$ cat config.mk
export PLATFORM = sky130hd
export DESIGN_NAME = reg_scoreboard
export DESIGN_NICKNAME = d
export VERILOG_FILES = /design/src/rtl/reg_scoreboard_pkg.sv /design/src/rtl/reg_scoreboard_counter.sv /design/src/rtl/reg_scoreboard.sv
export SDC_FILE = /design/constraint.sdc
export NUM_CORES = 1
export LEC_CHECK = 0
export BUFFER_PORTS_ARGS = -buffer_cell sky130_fd_sc_hd__buf_4
export CORE_MARGIN = 2
export CORE_UTILIZATION = 55
export DETAILED_ROUTE_END_ITERATION = 6
export PLACE_DENSITY = 0.89
export SETUP_SLACK_MARGIN = 0.05
export SKIP_CTS_REPAIR_TIMING = 1
export SYNTH_ARGS = -nofsm -noshare
export SYNTH_HDL_FRONTEND = slang
export SYNTH_SLANG_ARGS = --single-unit
$ cat constraint.sdc
create_clock -name i_clk -period 5.1 [get_ports i_clk]
set_clock_uncertainty 0.2 [all_clocks]
set_input_delay 0.51 -clock i_clk [delete_from_list [all_inputs] [get_ports i_clk]]
set_output_delay 0.51 -clock i_clk [all_outputs]
set_load 0.05 [all_outputs]
$ cat src/rtl/reg_scoreboard_pkg.sv
// Shared RiSC-16 register-file constants and the per-register pending-counter width
// used by the issue scoreboard.
package reg_scoreboard_pkg;
   localparam int p_REG_ADDR_LEN  = 3;
   localparam int p_REG_FILE_SIZE = 8;
   localparam int p_WORD_LEN      = 16;
   localparam int p_CNT_WIDTH     = 2;

   localparam logic [p_REG_ADDR_LEN-1:0] c_R0      = {p_REG_ADDR_LEN{1'b0}};
   localparam logic [p_CNT_WIDTH-1:0]    c_CNT_MAX = {p_CNT_WIDTH{1'b1}};

   // r0 is hardwired to zero, so it never carries a pending write.
   function automatic logic is_tracked(input logic [p_REG_ADDR_LEN-1:0] addr);
      return addr != c_R0;
   endfunction
endpackage

$ cat src/rtl/reg_scoreboard_counter.sv
// Pending-write counter for one architectural register. Decrements beyond
// cnt+inc clamp to zero and raise a one-cycle underflow pulse.
module reg_scoreboard_counter
   import reg_scoreboard_pkg::*;
(
   input  logic                   clk,
   input  logic                   rst_n,
   input  logic                   inc,
   input  logic                   dec_r,
   input  logic                   dec_c,
   output logic [p_CNT_WIDTH-1:0] cnt,
   output logic                   nonzero,
   output logic                   at_max,
   output logic                   underflow
);
   logic [p_CNT_WIDTH-1:0] cnt_r;
   logic [p_CNT_WIDTH-1:0] next_s;
   logic [p_CNT_WIDTH:0]   up_s;
   logic [p_CNT_WIDTH:0]   dn_s;
   logic [p_CNT_WIDTH:0]   diff_s;

   assign up_s      = {1'b0, cnt_r} + {{p_CNT_WIDTH{1'b0}}, inc};
   assign dn_s      = {{p_CNT_WIDTH{1'b0}}, dec_r} + {{p_CNT_WIDTH{1'b0}}, dec_c};
   assign diff_s    = up_s - dn_s;
   assign underflow = dn_s > up_s;

   // Next-count selection: clamp to zero on underflow, to max if ever above range.
   always_comb begin
      next_s = diff_s[p_CNT_WIDTH-1:0];
      if (underflow) begin
         next_s = {p_CNT_WIDTH{1'b0}};
      end else if (diff_s[p_CNT_WIDTH]) begin
         next_s = c_CNT_MAX;
      end else begin
         next_s = diff_s[p_CNT_WIDTH-1:0];
      end
   end

   // Counter state register.
   always_ff @(posedge clk or negedge rst_n) begin
      if (!rst_n) begin
         cnt_r <= {p_CNT_WIDTH{1'b0}};
      end else begin
         cnt_r <= next_s;
      end
   end

   assign cnt     = cnt_r;
   assign nonzero = cnt_r != {p_CNT_WIDTH{1'b0}};
   assign at_max  = cnt_r == c_CNT_MAX;
endmodule

$ cat src/rtl/reg_scoreboard.sv
// Pending-write scoreboard for the RiSC-16 register file: tracks in-flight writes
// per register and withholds issue on RAW hazards or counter saturation.
module reg_scoreboard
   import reg_scoreboard_pkg::*;
(
   input  logic                       i_clk,
   input  logic                       i_rst_n,
   input  logic                       i_issue_valid,
   input  logic [p_REG_ADDR_LEN-1:0]  i_issue_src1,
   input  logic                       i_issue_src1_used,
   input  logic [p_REG_ADDR_LEN-1:0]  i_issue_src2,
   input  logic                       i_issue_src2_used,
   input  logic                       i_issue_wr_en,
   input  logic [p_REG_ADDR_LEN-1:0]  i_issue_tgt,
   output logic                       o_issue_ready,
   input  logic                       i_retire_valid,
   input  logic [p_REG_ADDR_LEN-1:0]  i_retire_tgt,
   input  logic                       i_cancel_valid,
   input  logic [p_REG_ADDR_LEN-1:0]  i_cancel_tgt,
   output logic [p_REG_FILE_SIZE-1:0] o_busy,
   output logic                       o_idle,
   output logic                       o_err
);
   logic [p_CNT_WIDTH-1:0]     cnt_s [p_REG_FILE_SIZE];
   logic [p_REG_FILE_SIZE-1:0] nonzero_s;
   logic [p_REG_FILE_SIZE-1:0] at_max_s;
   logic [p_REG_FILE_SIZE-1:0] underflow_s;
   logic [p_REG_FILE_SIZE-1:1] inc_s;
   logic [p_REG_FILE_SIZE-1:1] dec_r_s;
   logic [p_REG_FILE_SIZE-1:1] dec_c_s;
   logic                       hazard_s;
   logic                       sat_s;
   logic                       accept_s;
   logic                       err_r;

   assign cnt_s[0]       = {p_CNT_WIDTH{1'b0}};
   assign nonzero_s[0]   = 1'b0;
   assign at_max_s[0]    = 1'b0;
   assign underflow_s[0] = 1'b0;

   assign accept_s = i_issue_valid && o_issue_ready;

   // Address decode of issue/retire/cancel into per-register strobes.
   always_comb begin
      inc_s   = {(p_REG_FILE_SIZE-1){1'b0}};
      dec_r_s = {(p_REG_FILE_SIZE-1){1'b0}};
      dec_c_s = {(p_REG_FILE_SIZE-1){1'b0}};
      for (int k = 1; k < p_REG_FILE_SIZE; k++) begin
         inc_s[k]   = accept_s && i_issue_wr_en && (i_issue_tgt == p_REG_ADDR_LEN'(k));
         dec_r_s[k] = i_retire_valid && (i_retire_tgt == p_REG_ADDR_LEN'(k));
         dec_c_s[k] = i_cancel_valid && (i_cancel_tgt == p_REG_ADDR_LEN'(k));
      end
   end

   for (genvar k = 1; k < p_REG_FILE_SIZE; k++) begin : g_cnt
      reg_scoreboard_counter u_cnt (
         .clk       (i_clk),
         .rst_n     (i_rst_n),
         .inc       (inc_s[k]),
         .dec_r     (dec_r_s[k]),
         .dec_c     (dec_c_s[k]),
         .cnt       (cnt_s[k]),
         .nonzero   (nonzero_s[k]),
         .at_max    (at_max_s[k]),
         .underflow (underflow_s[k])
      );
   end

   // Ready looks only at registered counts; a same-cycle retire is not bypassed
   // because the register file commits on that same edge.
   always_comb begin
      hazard_s = 1'b0;
      if (i_issue_src1_used && is_tracked(i_issue_src1) &&
          (cnt_s[i_issue_src1] != {p_CNT_WIDTH{1'b0}})) begin
         hazard_s = 1'b1;
      end else if (i_issue_src2_used && is_tracked(i_issue_src2) &&
                   (cnt_s[i_issue_src2] != {p_CNT_WIDTH{1'b0}})) begin
         hazard_s = 1'b1;
      end else begin
         hazard_s = 1'b0;
      end
      sat_s = i_issue_wr_en && is_tracked(i_issue_tgt) && at_max_s[i_issue_tgt];
   end

   assign o_issue_ready = !hazard_s && !sat_s;

   // Sticky protocol-error flag, cleared only by reset.
   always_ff @(posedge i_clk or negedge i_rst_n) begin
      if (!i_rst_n) begin
         err_r <= 1'b0;
      end else begin
         err_r <= err_r | (|underflow_s);
      end
   end

   assign o_err  = err_r;
   assign o_busy = nonzero_s;
   assign o_idle = ~|nonzero_s;
endmodule

==> impl_results.html, run 1 <==
<table>
<tr><th>Metric</th><th>Value</th></tr>
<tr><th colspan="2">Yosys</th></tr>
<tr><td>Number of enable-type register cells in the synthesized netlist</td><td>0</td></tr>
<tr><td>Number of warnings reported in the yosys synthesis log</td><td>0</td></tr>
<tr><td>Library cells used by synthesis</td><td>42</td></tr>
<tr><td>Flip-flop and latch count after synthesis</td><td>15</td></tr>
<tr><td>Mean instance size in the synthesized netlist</td><td>between 8 and 9 sq um</td></tr>
<tr><td>Fraction of registers with async set or reset after synthesis</td><td>between 90% and 100%</td></tr>
<tr><td>Top area cells in the synthesized netlist</td><td>sky130_fd_sc_hd__dfrtp_1 (18%), sky130_fd_sc_hd__ha_1 (17%), sky130_fd_sc_hd__fa_1 (14%), sky130_fd_sc_hd__inv_1 (9.3%), sky130_fd_sc_hd__a21boi_0 (3.6%)</td></tr>
<tr><td>Post-Syn Nets</td><td>306</td></tr>
<tr><td>Post-synth top area cell</td><td>sky130_fd_sc_hd__dfrtp_1</td></tr>
<tr><td>Share of synthesized area occupied by flip-flops and latches</td><td>18.2%</td></tr>
<tr><td>Area share of the largest cell type after synthesis</td><td>18.2%</td></tr>
<tr><td>Cell area after technology mapping</td><td>roughly 2000 sq um</td></tr>
<tr><td>Instance count of the mapped netlist</td><td>241</td></tr>
<tr><td>Most used DFF post-synth</td><td>sky130_fd_sc_hd__dfrtp_1</td></tr>
<tr><th colspan="2">Floorplanning</th></tr>
<tr><td>Vert. Die Dim</td><td>about 65 um</td></tr>
<tr><td>Starting utilization of the core area</td><td>between 50 and 60%</td></tr>
<tr><td>Die area</td><td>4250 sq um</td></tr>
<tr><td>Total I/O pin count</td><td>34</td></tr>
<tr><td>Width of the chip</td><td>65.2 um</td></tr>
<tr><td>Row Count</td><td>22</td></tr>
<tr><td>Core area</td><td>3630 sq um</td></tr>
<tr><th colspan="2">Critical path</th></tr>
<tr><td>Cell depth of the worst setup path</td><td>11</td></tr>
<tr><td>Setup slack of the worst register-to-register path</td><td>between 1 and 1.5 ns</td></tr>
<tr><td>Sum of buffers and inverters on the critical path</td><td>1</td></tr>
<tr><td>Dominant delay contributor by cell family on the critical path</td><td>compound AO/OA/AOI/OAI gates</td></tr>
<tr><td>Delay of the slowest cell on the worst path</td><td>roughly 0.45 ns</td></tr>
<tr><td>Destination of the worst register-to-register timing path</td><td>o_err</td></tr>
<tr><td>Worst-case reg-to-reg path depth</td><td>11</td></tr>
<tr><td>CP endpoint kind</td><td>register</td></tr>
<tr><td>Worst Setup SP</td><td>g_cnt[3].u_cnt.cnt[1]</td></tr>
<tr><td>Critical path's slowest cell</td><td>sky130_fd_sc_hd__fa_1</td></tr>
<tr><td>Critical-path maximum fanout</td><td>7</td></tr>
<tr><td>Arrival time at the worst endpoint</td><td>3.72 ns</td></tr>
<tr><td>Type of the worst setup path</td><td>register to register</td></tr>
<tr><td>Crit path to</td><td>o_err</td></tr>
<tr><td>Critical R2R Launch</td><td>g_cnt[3].u_cnt.cnt[1]</td></tr>
<tr><td>List of cells traversed by the critical path</td><td>or2_4 -&gt; a31o_1 -&gt; o311ai_4 -&gt; o221ai_2 -&gt; nor4_2 -&gt; ha_1 -&gt; inv_1 -&gt; fa_1 -&gt; o31ai_1 -&gt; nand4_1 -&gt; or4_1</td></tr>
<tr><td>Startpoint types</td><td>register</td></tr>
<tr><td>Data required time at the worst endpoint</td><td>5.02 ns</td></tr>
<tr><th colspan="2">Placement</th></tr>
<tr><td>Worst setup timing slack at the placement stage</td><td>1.21 ns</td></tr>
<tr><td>Port bufs</td><td>32</td></tr>
<tr><td>Placer's final routability congestion estimate</td><td>0.914</td></tr>
<tr><td>Hpwl dp</td><td>3840 um</td></tr>
<tr><th colspan="2">Clocking</th></tr>
<tr><td>TritonCTS sink count</td><td>15</td></tr>
<tr><td>H-Tree Level Count</td><td>1</td></tr>
<tr><td>Number of buffers created by CTS</td><td>3</td></tr>
<tr><td>Clk pin slew, worst setup/hold paths</td><td>0.07 ns</td></tr>
<tr><td>Max Root-Sink Buffers</td><td>2</td></tr>
<tr><td>Worst skew pair latency</td><td>between 0.2 and 0.3 ns</td></tr>
<tr><td>Clock tree root buffer cell</td><td>sky130_fd_sc_hd__clkbuf_8</td></tr>
<tr><td>TritonCTS clock tree</td><td>built</td></tr>
<tr><th colspan="2">Power</th></tr>
<tr><td>Switching part of the total power</td><td>51.0%</td></tr>
<tr><td>Relative contribution of the clock network to total power</td><td>10.4%</td></tr>
<tr><td>Total internal power</td><td>around 460 uW</td></tr>
<tr><td>PwrDens</td><td>slightly below 400 nW/um^2</td></tr>
<tr><td>Register share of total power</td><td>roughly a quarter</td></tr>
<tr><td>Max IR drop VDD</td><td>0.186 mV</td></tr>
<tr><td>Portion of total power attributed to combinational logic</td><td>64.5%</td></tr>
<tr><td>Leakage power figure</td><td>1.14 nW</td></tr>
<tr><td>Switching power</td><td>478 uW</td></tr>
<tr><th colspan="2">Global routing</th></tr>
<tr><td>Global-route wire length before repair</td><td>7920 um</td></tr>
<tr><td>Maximum number of pins on one net before global-route repair</td><td>16</td></tr>
<tr><td>Number of antenna violations at the first check in global routing</td><td>0</td></tr>
<tr><td>Via count of the first global-routing pass</td><td>1787</td></tr>
<tr><td>Remaining Overflow, GRT</td><td>0</td></tr>
<tr><td>GRT Resource Usage Total</td><td>23.4%</td></tr>
<tr><th colspan="2">STA</th></tr>
<tr><td>Final TNS setup</td><td>0 ns</td></tr>
<tr><td>Hold Vio Cnt, Final</td><td>0</td></tr>
<tr><td>Final setup vio count</td><td>0</td></tr>
<tr><td>Slack of the critical path</td><td>between 1 and 1.5 ns</td></tr>
<tr><td>Number of pins with negative max-slew slack in the final report</td><td>0</td></tr>
<tr><td>Setup repair after global routing missed its margin</td><td>no</td></tr>
<tr><td>Period utilisation layout</td><td>74.6%</td></tr>
<tr><td>Slew @ Worst Pin</td><td>0.495 ns</td></tr>
<tr><td>Time the final worst path needs with I/O delays and setup</td><td>3.80 ns</td></tr>
<tr><td>Relative slew slack</td><td>about two thirds</td></tr>
<tr><td>Maximum clock rate</td><td>0.263 GHz</td></tr>
<tr><th colspan="2">Cells and area</th></tr>
<tr><td>Most used cells in the layout excluding fill and tap cells</td><td>sky130_fd_sc_hd__inv_1 (51), sky130_fd_sc_hd__buf_4 (32), sky130_fd_sc_hd__ha_1 (28), sky130_fd_sc_hd__nor2_1 (19), sky130_fd_sc_hd__dfrtp_1 (15)</td></tr>
<tr><td>Final antenna diode count</td><td>0</td></tr>
<tr><td>Fraction of layout instances using a drive strength above 1</td><td>16.7%</td></tr>
<tr><td>Count of nets after finishing</td><td>between 300 and 400</td></tr>
<tr><td>Most common cell after layout, fill and taps aside</td><td>sky130_fd_sc_hd__inv_1</td></tr>
<tr><td>Area growth from synthesis to layout</td><td>14.2%</td></tr>
<tr><td>Fill cells</td><td>334</td></tr>
<tr><th colspan="2">Detailed routing</th></tr>
<tr><td>Final WL</td><td>about 4400 um</td></tr>
<tr><td>Total iterations of the first detailed-routing run</td><td>5</td></tr>
<tr><td>DR vias</td><td>1761</td></tr>
<tr><td>Vias per inst</td><td>approximately 5.6</td></tr>
<tr><td>Violation count after the first detailed-route iteration</td><td>83</td></tr>
<tr><td>Final ANT Viol Nets</td><td>0</td></tr>
<tr><td>Wirelength per Cell</td><td>13.9 um</td></tr>
<tr><td>Post-route DRC</td><td>0</td></tr>
<tr><th colspan="2">Run status</th></tr>
<tr><td>Run status</td><td>finished, final reports clean</td></tr>
<tr><th colspan="2">Min path</th></tr>
<tr><td>Class of the tightest hold or removal check</td><td>register to register</td></tr>
<tr><th colspan="2">Job</th></tr>
<tr><td>Count of maximum capacitance violations</td><td>0</td></tr>
</table>
routing by layer:
layer	track usage (%)	routed length, um
met1	32.3	2050
met2	40.1	2110
met5	0	0
met3	4.11	247
met4	1.82	8
per-stage QoR:
step                std cells  hold WS [ns]  power (mW)  cell area [sq um]  utilization, %
global placement          312         0.182       0.817               2300            63.2
finish                    317         0.299       0.936               2350            64.8
detailed placement        312         0.182       0.840               2300            63.2
global route              317         0.302        1.02               2350            64.8
floorplan                 241        0.0144       0.710               2060               -
CTS                       316       -0.0843       0.939               2340            64.5
how the worst min path moves through the flow:
stage	depth (start not counted)	endpoint	from	slack [ns]
after floorplan	0	g_cnt[1].u_cnt.cnt[0]	i_rst_n	0.01
after global placement	1	g_cnt[4].u_cnt.cnt[0]	i_rst_n	0.18
after global routing	1	o_err	o_err	0.30
final	1	o_err	o_err	0.30
after detailed placement	1	g_cnt[5].u_cnt.cnt[1]	i_rst_n	0.18
after CTS	1	g_cnt[6].u_cnt.cnt[0]	i_rst_n	-0.08
flip-flops by register name, indices dropped and copies added, names as in the netlist:
register / count
g_cnt.u_cnt.cnt: 14
o_err: 1
logic make-up (layout without fill, tap and decap cells):
family	after synthesis	after routing	share of synthesized area, %
AOI/OAI and AO/OA	45	45	17.7
and+or+nand+nor	73	73	18.8
adders and majority gates	42	42	30.6
xor gates and xnor gates	5	5	2.12
buffers and inverters	60	88	12.4
other	1	1	0.182
DFF	15	15	18.2
synth_stat cells (all sizes together) (2+ instances only):
library cell   n
inv           51
ha            28
nor2          19
dfrtp         15
fa            14
nor3          13
a21boi        10
nand2         10
buf            8
o21ai          8
nand2b         7
o31ai          7
or2            5
xor2           5
nand3          4
nor3b          4
o311a          4
nor4           3
o2111ai        3
nand4          2
o211ai         2
o311ai         2
or4            2
final cells by class:
class / instances / area [sq um] / share of cell area, %
Inverter: 51 / 191 / 8.13
Multi-Input combinational cell: 166 / 1430 / 60.8
Clock buffer: 3 / 41.3 / 1.75
Tap cell: 48 / 60.1 / 2.55
Timing Repair Buffer: 33 / 250 / 10.6
Sequential cell: 15 / 375 / 15.9
Clock inverter: 1 / 5.00 / 0.213
power by group through the flow:
stage               Combinational [mW]  Sequential, mW  Clock [mW]
detailed placement               0.604           0.235           0
global placement                 0.585           0.232           0
floorplan                        0.497           0.213           0
global route                     0.675           0.244       0.105
CTS                              0.606           0.234      0.0999
finish                           0.604           0.235      0.0977
Power figures use the tool's default switching activity.
==> run 2: changes to the inputs <==
--- a/config.mk
+++ b/config.mk
@@ -5,6 +5,7 @@
 export SDC_FILE = /design/constraint.sdc
 export NUM_CORES = 1
 export LEC_CHECK = 0
+export ABC_AREA = 1
 export BUFFER_PORTS_ARGS = -buffer_cell sky130_fd_sc_hd__buf_4
 export CORE_MARGIN = 2
 export CORE_UTILIZATION = 55
==> constraint.sdc (replaced) <==
create_clock -name i_clk -period 3.5 [get_ports i_clk]
set_clock_uncertainty 0.2 [all_clocks]
set_input_delay 0.35 -clock i_clk [delete_from_list [all_inputs] [get_ports i_clk]]
set_output_delay 0.35 -clock i_clk [all_outputs]
set_load 0.05 [all_outputs]
==> impl_results.html, run 2 <==
<table>
<tr><th>Metric</th><th>Value</th></tr>
<tr><th colspan="2">Detailed routing</th></tr>
<tr><td>Total iterations of the first detailed-routing run</td><td>4</td></tr>
<tr><td>Highest Signal Layer</td><td>met4</td></tr>
<tr><td>Final ANT Viol Nets</td><td>0</td></tr>
<tr><td>Violation count after the first detailed-route iteration</td><td>136</td></tr>
<tr><td>Wirelength per Cell</td><td>12.4 um</td></tr>
<tr><td>DR vias</td><td>1829</td></tr>
<tr><td>Post-route DRC</td><td>0</td></tr>
<tr><td>Wire length the detailed router placed on met1</td><td>2060 um</td></tr>
<tr><td>Vias per inst</td><td>5.01</td></tr>
<tr><td>Routed length on met2</td><td>2100 um</td></tr>
<tr><td>Final WL</td><td>between 4000 and 5000 um</td></tr>
<tr><td>Met3 wire length</td><td>284 um</td></tr>
<tr><th colspan="2">Critical path</th></tr>
<tr><td>Critical-path maximum fanout</td><td>7</td></tr>
<tr><td>Delay of the slowest cell on the worst path</td><td>0.48 ns</td></tr>
<tr><td>Setup slack of the worst register-to-register path</td><td>0.37 ns</td></tr>
<tr><td>Critical path's slowest cell</td><td>sky130_fd_sc_hd__fa_1</td></tr>
<tr><td>Arrival time at the worst endpoint</td><td>3.06 ns</td></tr>
<tr><td>List of cells traversed by the critical path</td><td>nor2_1 -&gt; nand2_1 -&gt; nand2_1 -&gt; nand2_1 -&gt; nand2_1 -&gt; nand2_1 -&gt; nand2_1 -&gt; nand4_4 -&gt; nor2_1 -&gt; ha_1 -&gt; inv_1 -&gt; fa_1 -&gt; o31ai_2 -&gt; nand4_1 -&gt; nor2_1 -&gt; nand2_1</td></tr>
<tr><td>Worst-case reg-to-reg path depth</td><td>16</td></tr>
<tr><td>CP endpoint kind</td><td>register</td></tr>
<tr><td>Startpoint types</td><td>register</td></tr>
<tr><td>Type of the worst setup path</td><td>register to register</td></tr>
<tr><td>CP most frequent cell</td><td>sky130_fd_sc_hd__nand2_1</td></tr>
<tr><td>Critical R2R Launch</td><td>g_cnt[5].u_cnt.cnt[1]</td></tr>
<tr><td>Destination of the worst register-to-register timing path</td><td>o_err</td></tr>
<tr><td>Data required time at the worst endpoint</td><td>3.43 ns</td></tr>
<tr><th colspan="2">Global routing</th></tr>
<tr><td>Number of antenna violations at the first check in global routing</td><td>0</td></tr>
<tr><td>Remaining Overflow, GRT</td><td>0</td></tr>
<tr><td>Via count of the first global-routing pass</td><td>1811</td></tr>
<tr><td>Global-route wire length before repair</td><td>around 8000 um</td></tr>
<tr><td>Maximum number of pins on one net before global-route repair</td><td>16</td></tr>
<tr><td>GRT Resource Usage Total</td><td>~24%</td></tr>
<tr><th colspan="2">Power</th></tr>
<tr><td>Max IR drop VDD</td><td>0.199 mV</td></tr>
<tr><td>PwrDens</td><td>roughly 570 nW/um^2</td></tr>
<tr><td>Post-route total power</td><td>between 1 and 1.5 mW</td></tr>
<tr><td>Leakage power figure</td><td>between 1 and 1.5 nW</td></tr>
<tr><th colspan="2">STA</th></tr>
<tr><td>Number of pins with negative max-slew slack in the final report</td><td>0</td></tr>
<tr><td>Final setup vio count</td><td>0</td></tr>
<tr><td>Period utilisation layout</td><td>89.4%</td></tr>
<tr><td>Time the final worst path needs with I/O delays and setup</td><td>3.13 ns</td></tr>
<tr><td>Final TNS setup</td><td>0 ns</td></tr>
<tr><td>Hold Slack</td><td>around 0.30 ns</td></tr>
<tr><td>Slack of the critical path</td><td>0.371 ns</td></tr>
<tr><td>Hold Vio Cnt, Final</td><td>0</td></tr>
<tr><td>Maximum clock rate</td><td>0.320 GHz</td></tr>
<tr><td>Setup repair after global routing missed its margin</td><td>no</td></tr>
<tr><th colspan="2">Cells and area</th></tr>
<tr><td>Final antenna diode count</td><td>0</td></tr>
<tr><td>Max FFs per register</td><td>14</td></tr>
<tr><td>Number of standard cells in the layout, taps in and fillers out</td><td>365</td></tr>
<tr><td>Count of nets after finishing</td><td>383</td></tr>
<tr><td>Fin area</td><td>between 2000 and 2500 sq um</td></tr>
<tr><td>Most used cells in the layout excluding fill and tap cells</td><td>sky130_fd_sc_hd__inv_1 (81), sky130_fd_sc_hd__nand2_1 (56), sky130_fd_sc_hd__buf_4 (32), sky130_fd_sc_hd__nor2_1 (30), sky130_fd_sc_hd__ha_1 (28)</td></tr>
<tr><td>Area growth from synthesis to layout</td><td>14.9%</td></tr>
<tr><td>Final core occ</td><td>64.8%</td></tr>
<tr><td>Most common cell after layout, fill and taps aside</td><td>sky130_fd_sc_hd__inv_1</td></tr>
<tr><td>Fraction of layout instances using a drive strength above 1</td><td>between 10 and 15%</td></tr>
<tr><th colspan="2">Yosys</th></tr>
<tr><td>Top cells by instance count after synthesis</td><td>sky130_fd_sc_hd__inv_1 (81), sky130_fd_sc_hd__nand2_1 (56), sky130_fd_sc_hd__nor2_1 (30), sky130_fd_sc_hd__ha_1 (28), sky130_fd_sc_hd__dfrtp_1 (15)</td></tr>
<tr><td>Post-Syn Nets</td><td>353</td></tr>
<tr><td>Flip-flop and latch count after synthesis</td><td>15</td></tr>
<tr><td>Number of warnings reported in the yosys synthesis log</td><td>0</td></tr>
<tr><td>Post-synth top area cell</td><td>sky130_fd_sc_hd__dfrtp_1</td></tr>
<tr><td>Most used DFF post-synth</td><td>sky130_fd_sc_hd__dfrtp_1</td></tr>
<tr><td>Instance count of the mapped netlist</td><td>288</td></tr>
<tr><td>Top area cells in the synthesized netlist</td><td>sky130_fd_sc_hd__dfrtp_1 (18%), sky130_fd_sc_hd__ha_1 (17%), sky130_fd_sc_hd__inv_1 (15%), sky130_fd_sc_hd__fa_1 (14%), sky130_fd_sc_hd__nand2_1 (10%)</td></tr>
<tr><td>Cell area after technology mapping</td><td>2050 sq um</td></tr>
<tr><td>Mean instance size in the synthesized netlist</td><td>7.12 sq um</td></tr>
<tr><td>Number of enable-type register cells in the synthesized netlist</td><td>0</td></tr>
<tr><td>Library cells used by synthesis</td><td>24</td></tr>
<tr><td>Share of synthesized area occupied by flip-flops and latches</td><td>18.3%</td></tr>
<tr><td>Cell with the most instances after synthesis</td><td>sky130_fd_sc_hd__inv_1</td></tr>
<tr><td>Area share of the largest cell type after synthesis</td><td>a little under a fifth</td></tr>
<tr><td>Fraction of registers with async set or reset after synthesis</td><td>between 90% and 100%</td></tr>
<tr><th colspan="2">Placement</th></tr>
<tr><td>Count of placed standard cells including taps</td><td>360</td></tr>
<tr><td>Cell area reported after detailed placement</td><td>~2300 sq um</td></tr>
<tr><td>Placer's final routability congestion estimate</td><td>0.883</td></tr>
<tr><td>Hpwl dp</td><td>between 3000 and 4000 um</td></tr>
<tr><td>Worst setup timing slack at the placement stage</td><td>~0.35 ns</td></tr>
<tr><td>Port bufs</td><td>32</td></tr>
<tr><th colspan="2">Clocking</th></tr>
<tr><td>Max Root-Sink Buffers</td><td>2</td></tr>
<tr><td>Clk pin slew, worst setup/hold paths</td><td>0.06 ns</td></tr>
<tr><td>TritonCTS sink count</td><td>15</td></tr>
<tr><td>Clock tree root buffer cell</td><td>sky130_fd_sc_hd__clkbuf_8</td></tr>
<tr><td>H-Tree Level Count</td><td>1</td></tr>
<tr><td>Worst skew pair latency</td><td>0.24 ns</td></tr>
<tr><td>TritonCTS clock tree</td><td>built</td></tr>
<tr><td>Number of buffers created by CTS</td><td>3</td></tr>
<tr><th colspan="2">Floorplanning</th></tr>
<tr><td>Width of the chip</td><td>65.1 um</td></tr>
<tr><td>Total I/O pin count</td><td>34</td></tr>
<tr><td>Die area</td><td>4230 sq um</td></tr>
<tr><td>Core area</td><td>about 3600 sq um</td></tr>
<tr><td>Vert. Die Dim</td><td>65.1 um</td></tr>
<tr><td>Row Count</td><td>22</td></tr>
<tr><td>Starting utilization of the core area</td><td>56.4%</td></tr>
<tr><th colspan="2">Job</th></tr>
<tr><td>Count of maximum capacitance violations</td><td>0</td></tr>
<tr><th colspan="2">Run status</th></tr>
<tr><td>Run status</td><td>finished, final reports clean</td></tr>
<tr><th colspan="2">Min path</th></tr>
<tr><td>Class of the tightest hold or removal check</td><td>input port to asynchronous set/reset pin</td></tr>
</table>
[run 2: cell types whose count changed after synthesis, sizes merged, moves of 3 or more]
cell / before / now
nand2: 10 / 56
o311a: 4 / 0
a21boi: 10 / 1
nand3: 4 / 9
nor2: 19 / 32
inv: 51 / 82
nor3b: 4 / 0
xnor2: 0 / 7
o21ai: 8 / 15
o2111ai: 3 / 0
xor2: 5 / 0
nor3: 13 / 2
nand2b: 7 / 0
or2: 5 / 2
[run 2: worst max path at each step]
stage / from / endpoint / slack [ns] / depth (start not counted)
floorplan: g_cnt[5].u_cnt.cnt[1] / o_idle / 0.78 / 3
global placement: g_cnt[5].u_cnt.cnt[1] / o_err / 0.39 / 16
detailed placement: g_cnt[1].u_cnt.cnt[1] / o_err / 0.35 / 14
CTS: g_cnt[5].u_cnt.cnt[1] / o_err / 0.33 / 16
global route: g_cnt[5].u_cnt.cnt[1] / o_err / 0.1 / 16
finish: g_cnt[5].u_cnt.cnt[1] / o_err / 0.37 / 16
[run 2: power by group]
group / leakage [nW] / switching (mW) / internal [mW]
registers: 0.187 / 0.0697 / 0.244
clock network: 0.0228 / 0.0584 / 0.0804
logic: 1.15 / 0.586 / 0.310
[run 2: final cells by class]
type	instances	area, sq um
sequential	15	375
timing repair buffer	33	250
clock buffer	4	45.0
multi-input combinational	183	1320
tap	48	60.1
inverter	82	308
fill	321	1280
[run 2: metal layers]
layer  vias to the layer above  track usage, %
met4                         0            7.03
met3                        10            5.56
met2                        59            39.9
met5                         -               0
met1                       836            32.0
li1                        924               -
[run 2: cell families after synthesis]
kind of cell	Yosys count	share of synthesized area [%]
other	1	0.183
buffers and inverters	90	17.9
xor gates and xnor gates	7	2.99
DFF	15	18.3
AOI/OAI and AO/OA	26	7.63
and+or+nand+nor	107	22.2
adders and majority gates	42	30.8
[run 2: worst max-delay path, delay by kind of cell, from the launching register on]
kind | cells | cell delay [ns]
AOI/OAI and AO/OA | 1 | 0.33
adders and majority gates | 2 | 0.67
buffers and inverters | 1 | 0.07
DFF | 1 | 0.41
and+or+nand+nor | 12 | 1.33
==> run 3: changes to the inputs <==
--- a/config.mk
+++ b/config.mk
@@ -15,4 +15,5 @@
 export SKIP_CTS_REPAIR_TIMING = 1
 export SYNTH_ARGS = -nofsm -noshare
 export SYNTH_HDL_FRONTEND = slang
+export SYNTH_HIERARCHICAL = 1
 export SYNTH_SLANG_ARGS = --single-unit
==> impl_results.html, run 3 <==
<table>
<tr><th>Metric</th><th>Value</th></tr>
<tr><th colspan="2">Power</th></tr>
<tr><td>PwrDens</td><td>589 nW/um^2</td></tr>
<tr><td>Max IR drop VDD</td><td>0.250 mV</td></tr>
<tr><td>Leakage power figure</td><td>1.56 nW</td></tr>
<tr><td>Post-route total power</td><td>1.48 mW</td></tr>
<tr><th colspan="2">Floorplanning</th></tr>
<tr><td>Vert. Die Dim</td><td>67.1 um</td></tr>
<tr><td>Core area</td><td>3740 sq um</td></tr>
<tr><td>Die area</td><td>4510 sq um</td></tr>
<tr><td>Row Count</td><td>22</td></tr>
<tr><td>Starting utilization of the core area</td><td>58.6%</td></tr>
<tr><td>Total I/O pin count</td><td>34</td></tr>
<tr><td>Width of the chip</td><td>67.1 um</td></tr>
<tr><th colspan="2">Detailed routing</th></tr>
<tr><td>DR vias</td><td>2021</td></tr>
<tr><td>Total iterations of the first detailed-routing run</td><td>4</td></tr>
<tr><td>Final ANT Viol Nets</td><td>0</td></tr>
<tr><td>Post-route DRC</td><td>0</td></tr>
<tr><td>Violation count after the first detailed-route iteration</td><td>~110</td></tr>
<tr><td>Final WL</td><td>~5000 um</td></tr>
<tr><td>Wirelength per Cell</td><td>11.9 um</td></tr>
<tr><td>Vias per inst</td><td>4.88</td></tr>
<tr><th colspan="2">Global routing</th></tr>
<tr><td>Maximum number of pins on one net before global-route repair</td><td>16</td></tr>
<tr><td>Global Route met3 Usage</td><td>1.67%</td></tr>
<tr><td>Fraction of met1 tracks used by global routing</td><td>30.8%</td></tr>
<tr><td>Remaining Overflow, GRT</td><td>0</td></tr>
<tr><td>Met2 track utilization from global routing</td><td>around 45%</td></tr>
<tr><td>Layer carrying the most global-route usage</td><td>met2</td></tr>
<tr><td>Global-route wire length before repair</td><td>~8500 um</td></tr>
<tr><td>Number of antenna violations at the first check in global routing</td><td>0</td></tr>
<tr><td>Via count of the first global-routing pass</td><td>~2.0k</td></tr>
<tr><td>GRT Resource Usage Total</td><td>between 20 and 30%</td></tr>
<tr><th colspan="2">STA</th></tr>
<tr><td>Final TNS setup</td><td>0 ns</td></tr>
<tr><td>Time the final worst path needs with I/O delays and setup</td><td>3.16 ns</td></tr>
<tr><td>Hold Vio Cnt, Final</td><td>0</td></tr>
<tr><td>Number of pins with negative max-slew slack in the final report</td><td>0</td></tr>
<tr><td>Maximum clock rate</td><td>approximately 0.32 GHz</td></tr>
<tr><td>Final setup vio count</td><td>0</td></tr>
<tr><td>Hold Slack</td><td>roughly 0.29 ns</td></tr>
<tr><td>Setup repair after global routing missed its margin</td><td>no</td></tr>
<tr><td>Period utilisation layout</td><td>between 90% and 100%</td></tr>
<tr><th colspan="2">Min path</th></tr>
<tr><td>Hold Crit Depth</td><td>2</td></tr>
<tr><td>Class of the tightest hold or removal check</td><td>register to register</td></tr>
<tr><td>Launch point of the worst hold path</td><td>o_err</td></tr>
<tr><th colspan="2">Critical path</th></tr>
<tr><td>Type of the worst setup path</td><td>register to register</td></tr>
<tr><td>Setup slack of the worst register-to-register path</td><td>roughly 0.34 ns</td></tr>
<tr><td>Data required time at the worst endpoint</td><td>3.42 ns</td></tr>
<tr><td>Critical R2R Launch</td><td>g_cnt[1].u_cnt/cnt[1]</td></tr>
<tr><td>Startpoint types</td><td>register</td></tr>
<tr><td>CP endpoint kind</td><td>register</td></tr>
<tr><td>Worst-case reg-to-reg path depth</td><td>18</td></tr>
<tr><td>Worst Setup SP</td><td>g_cnt[1].u_cnt/cnt[1]</td></tr>
<tr><td>Arrival time at the worst endpoint</td><td>approximately 3.1 ns</td></tr>
<tr><td>Critical-path maximum fanout</td><td>7</td></tr>
<tr><th colspan="2">Cells and area</th></tr>
<tr><td>Most used cells in the layout excluding fill and tap cells</td><td>sky130_fd_sc_hd__inv_1 (92), sky130_fd_sc_hd__nand2_1 (77), sky130_fd_sc_hd__nor2_1 (38), sky130_fd_sc_hd__nand3_1 (33), sky130_fd_sc_hd__buf_4 (32)</td></tr>
<tr><td>Fraction of layout instances using a drive strength above 1</td><td>15.8%</td></tr>
<tr><td>Area of combinational cells with multiple inputs</td><td>between 1000 and 1500 sq um</td></tr>
<tr><td>Fin area</td><td>2520 sq um</td></tr>
<tr><td>Max FFs per register</td><td>14</td></tr>
<tr><td>Number of standard cells in the layout, taps in and fillers out</td><td>414</td></tr>
<tr><td>Area growth from synthesis to layout</td><td>14.8%</td></tr>
<tr><td>Count of nets after finishing</td><td>432</td></tr>
<tr><td>Fill cells</td><td>317</td></tr>
<tr><td>Area of all sequential standard cells</td><td>~380 sq um</td></tr>
<tr><td>Final antenna diode count</td><td>0</td></tr>
<tr><td>Most common cell after layout, fill and taps aside</td><td>sky130_fd_sc_hd__inv_1</td></tr>
<tr><th colspan="2">Yosys</th></tr>
<tr><td>Area share of the largest cell type after synthesis</td><td>17.1%</td></tr>
<tr><td>Number of enable-type register cells in the synthesized netlist</td><td>0</td></tr>
<tr><td>Top cells by instance count after synthesis</td><td>sky130_fd_sc_hd__inv_1 (92), sky130_fd_sc_hd__nand2_1 (77), sky130_fd_sc_hd__nor2_1 (38), sky130_fd_sc_hd__nand3_1 (33), sky130_fd_sc_hd__ha_1 (28)</td></tr>
<tr><td>Cell area after technology mapping</td><td>2190 sq um</td></tr>
<tr><td>Flip-flop and latch count after synthesis</td><td>15</td></tr>
<tr><td>Library cells used by synthesis</td><td>22</td></tr>
<tr><td>Post-synth top area cell</td><td>sky130_fd_sc_hd__dfrtp_1</td></tr>
<tr><td>Post-Syn Nets</td><td>397</td></tr>
<tr><td>Cell with the most instances after synthesis</td><td>sky130_fd_sc_hd__inv_1</td></tr>
<tr><td>Fraction of registers with async set or reset after synthesis</td><td>100%</td></tr>
<tr><td>Top area cells in the synthesized netlist</td><td>sky130_fd_sc_hd__dfrtp_1 (17%), sky130_fd_sc_hd__ha_1 (16%), sky130_fd_sc_hd__inv_1 (16%), sky130_fd_sc_hd__nand2_1 (13%), sky130_fd_sc_hd__fa_1 (13%)</td></tr>
<tr><td>Instance count of the mapped netlist</td><td>around 330</td></tr>
<tr><td>Most used DFF post-synth</td><td>sky130_fd_sc_hd__dfrtp_1</td></tr>
<tr><td>Mean instance size in the synthesized netlist</td><td>between 6 and 7 sq um</td></tr>
<tr><td>Share of synthesized area occupied by flip-flops and latches</td><td>17.1%</td></tr>
<tr><td>Number of warnings reported in the yosys synthesis log</td><td>6</td></tr>
<tr><th colspan="2">Clocking</th></tr>
<tr><td>Number of buffers created by CTS</td><td>3</td></tr>
<tr><td>TritonCTS sink count</td><td>15</td></tr>
<tr><td>Max Root-Sink Buffers</td><td>2</td></tr>
<tr><td>Clock tree root buffer cell</td><td>sky130_fd_sc_hd__clkbuf_8</td></tr>
<tr><td>TritonCTS clock tree</td><td>built</td></tr>
<tr><td>H-Tree Level Count</td><td>1</td></tr>
<tr><td>Clk pin slew, worst setup/hold paths</td><td>0.06 ns</td></tr>
<tr><td>Worst skew pair latency</td><td>0.25 ns</td></tr>
<tr><th colspan="2">Placement</th></tr>
<tr><td>Count of placed standard cells including taps</td><td>between 400 and 500</td></tr>
<tr><td>Placer's final routability congestion estimate</td><td>between 0.9 and 1</td></tr>
<tr><td>Hpwl dp</td><td>4200 um</td></tr>
<tr><td>Port bufs</td><td>32</td></tr>
<tr><td>Cell area reported after detailed placement</td><td>2460 sq um</td></tr>
<tr><th colspan="2">Job</th></tr>
<tr><td>Count of maximum capacitance violations</td><td>0</td></tr>
<tr><th colspan="2">Run status</th></tr>
<tr><td>Run status</td><td>finished, final reports clean</td></tr>
</table>
==> run 3: cell types whose count changed in the layout (fill, tap and decap cells not counted), sizes merged, moves of 5 or more <==
| cell | previous run | this run |
|---|---|---|
| nand2 | 56 | 85 |
| nand3 | 9 | 35 |
| o21ai | 15 | 1 |
| inv | 82 | 93 |
| nor2 | 32 | 39 |
| or2 | 2 | 9 |
| xnor2 | 7 | 0 |
| o31ai | 5 | 0 |
==> run 3: path summary, 6_finish.rpt <==
path,to
hold / removal,o_err
max in group asynchronous,g_cnt[7].u_cnt/cnt[0]
min in group asynchronous,o_err
setup / recovery,o_err
hold reg to reg,o_err
setup reg to reg,o_err
==> run 3: critical path: stages (launching register included) <==
cell and delay (ns):
sky130_fd_sc_hd__dfrtp_1 0.44, sky130_fd_sc_hd__inv_1 0.07, sky130_fd_sc_hd__nand2_1 0.08, sky130_fd_sc_hd__nand2_1 0.07, sky130_fd_sc_hd__nand2_1 0.04, sky130_fd_sc_hd__nor2_1 0.11, sky130_fd_sc_hd__nor2_1 0.06, sky130_fd_sc_hd__nand2_2 0.08
sky130_fd_sc_hd__nand4_4 0.14, sky130_fd_sc_hd__nor2_1 0.14, sky130_fd_sc_hd__ha_1 0.22, sky130_fd_sc_hd__inv_1 0.08, sky130_fd_sc_hd__fa_1 0.48, sky130_fd_sc_hd__nor2_1 0.11, sky130_fd_sc_hd__nand2_1 0.07, sky130_fd_sc_hd__nand2_2 0.08
sky130_fd_sc_hd__inv_1 0.04, sky130_fd_sc_hd__nor4_1 0.41, sky130_fd_sc_hd__nand2_1 0.09
==> run 3: power by group <==
part	internal [mW]	leakage (nW)	switching, mW
combinational	0.365	1.35	0.649
sequential	0.244	0.187	0.0796
clock	0.0808	0.0228	0.0640
total	0.690	1.56	0.793
==> run 3: kinds of logic after synthesis <==
group	count (synthesis)	synth area share, %
AO/OA/AOI/OAI	2	0.456
adder cells (fa/ha/maj)	42	28.8
buffers and inverters	96	17.3
flip-flops	15	17.1
other	1	0.171
AND/OR/NAND/NOR	176	36.2
==> run 3: layout make-up <==
class / count / share of cell area, %
clock buffers: 4 / 1.79
well taps: 48 / 2.39
inverters: 93 / 13.9
flip-flops and latches: 15 / 14.9
repair buffers: 33 / 9.94
multi-input cells: 221 / 57.1
==> run 3: per-stage QoR <==
stage	worst slack, ns	utilization [%]
2_1_floorplan	0.497	-
3_3_place_gp	0.457	65.8
3_5_place_dp	0.369	65.8
4_1_cts	0.400	67.0
5_1_grt	0.225	67.2
6_report	0.344	67.2
==> run 3: routing by layer <==
layer | vias to the layer above | part of all wire (%)
met5 | - | 0
met3 | 17 | 4.7
li1 | 1056 | -
met4 | 0 | 3.5
met2 | 58 | 47
met1 | 890 | 45
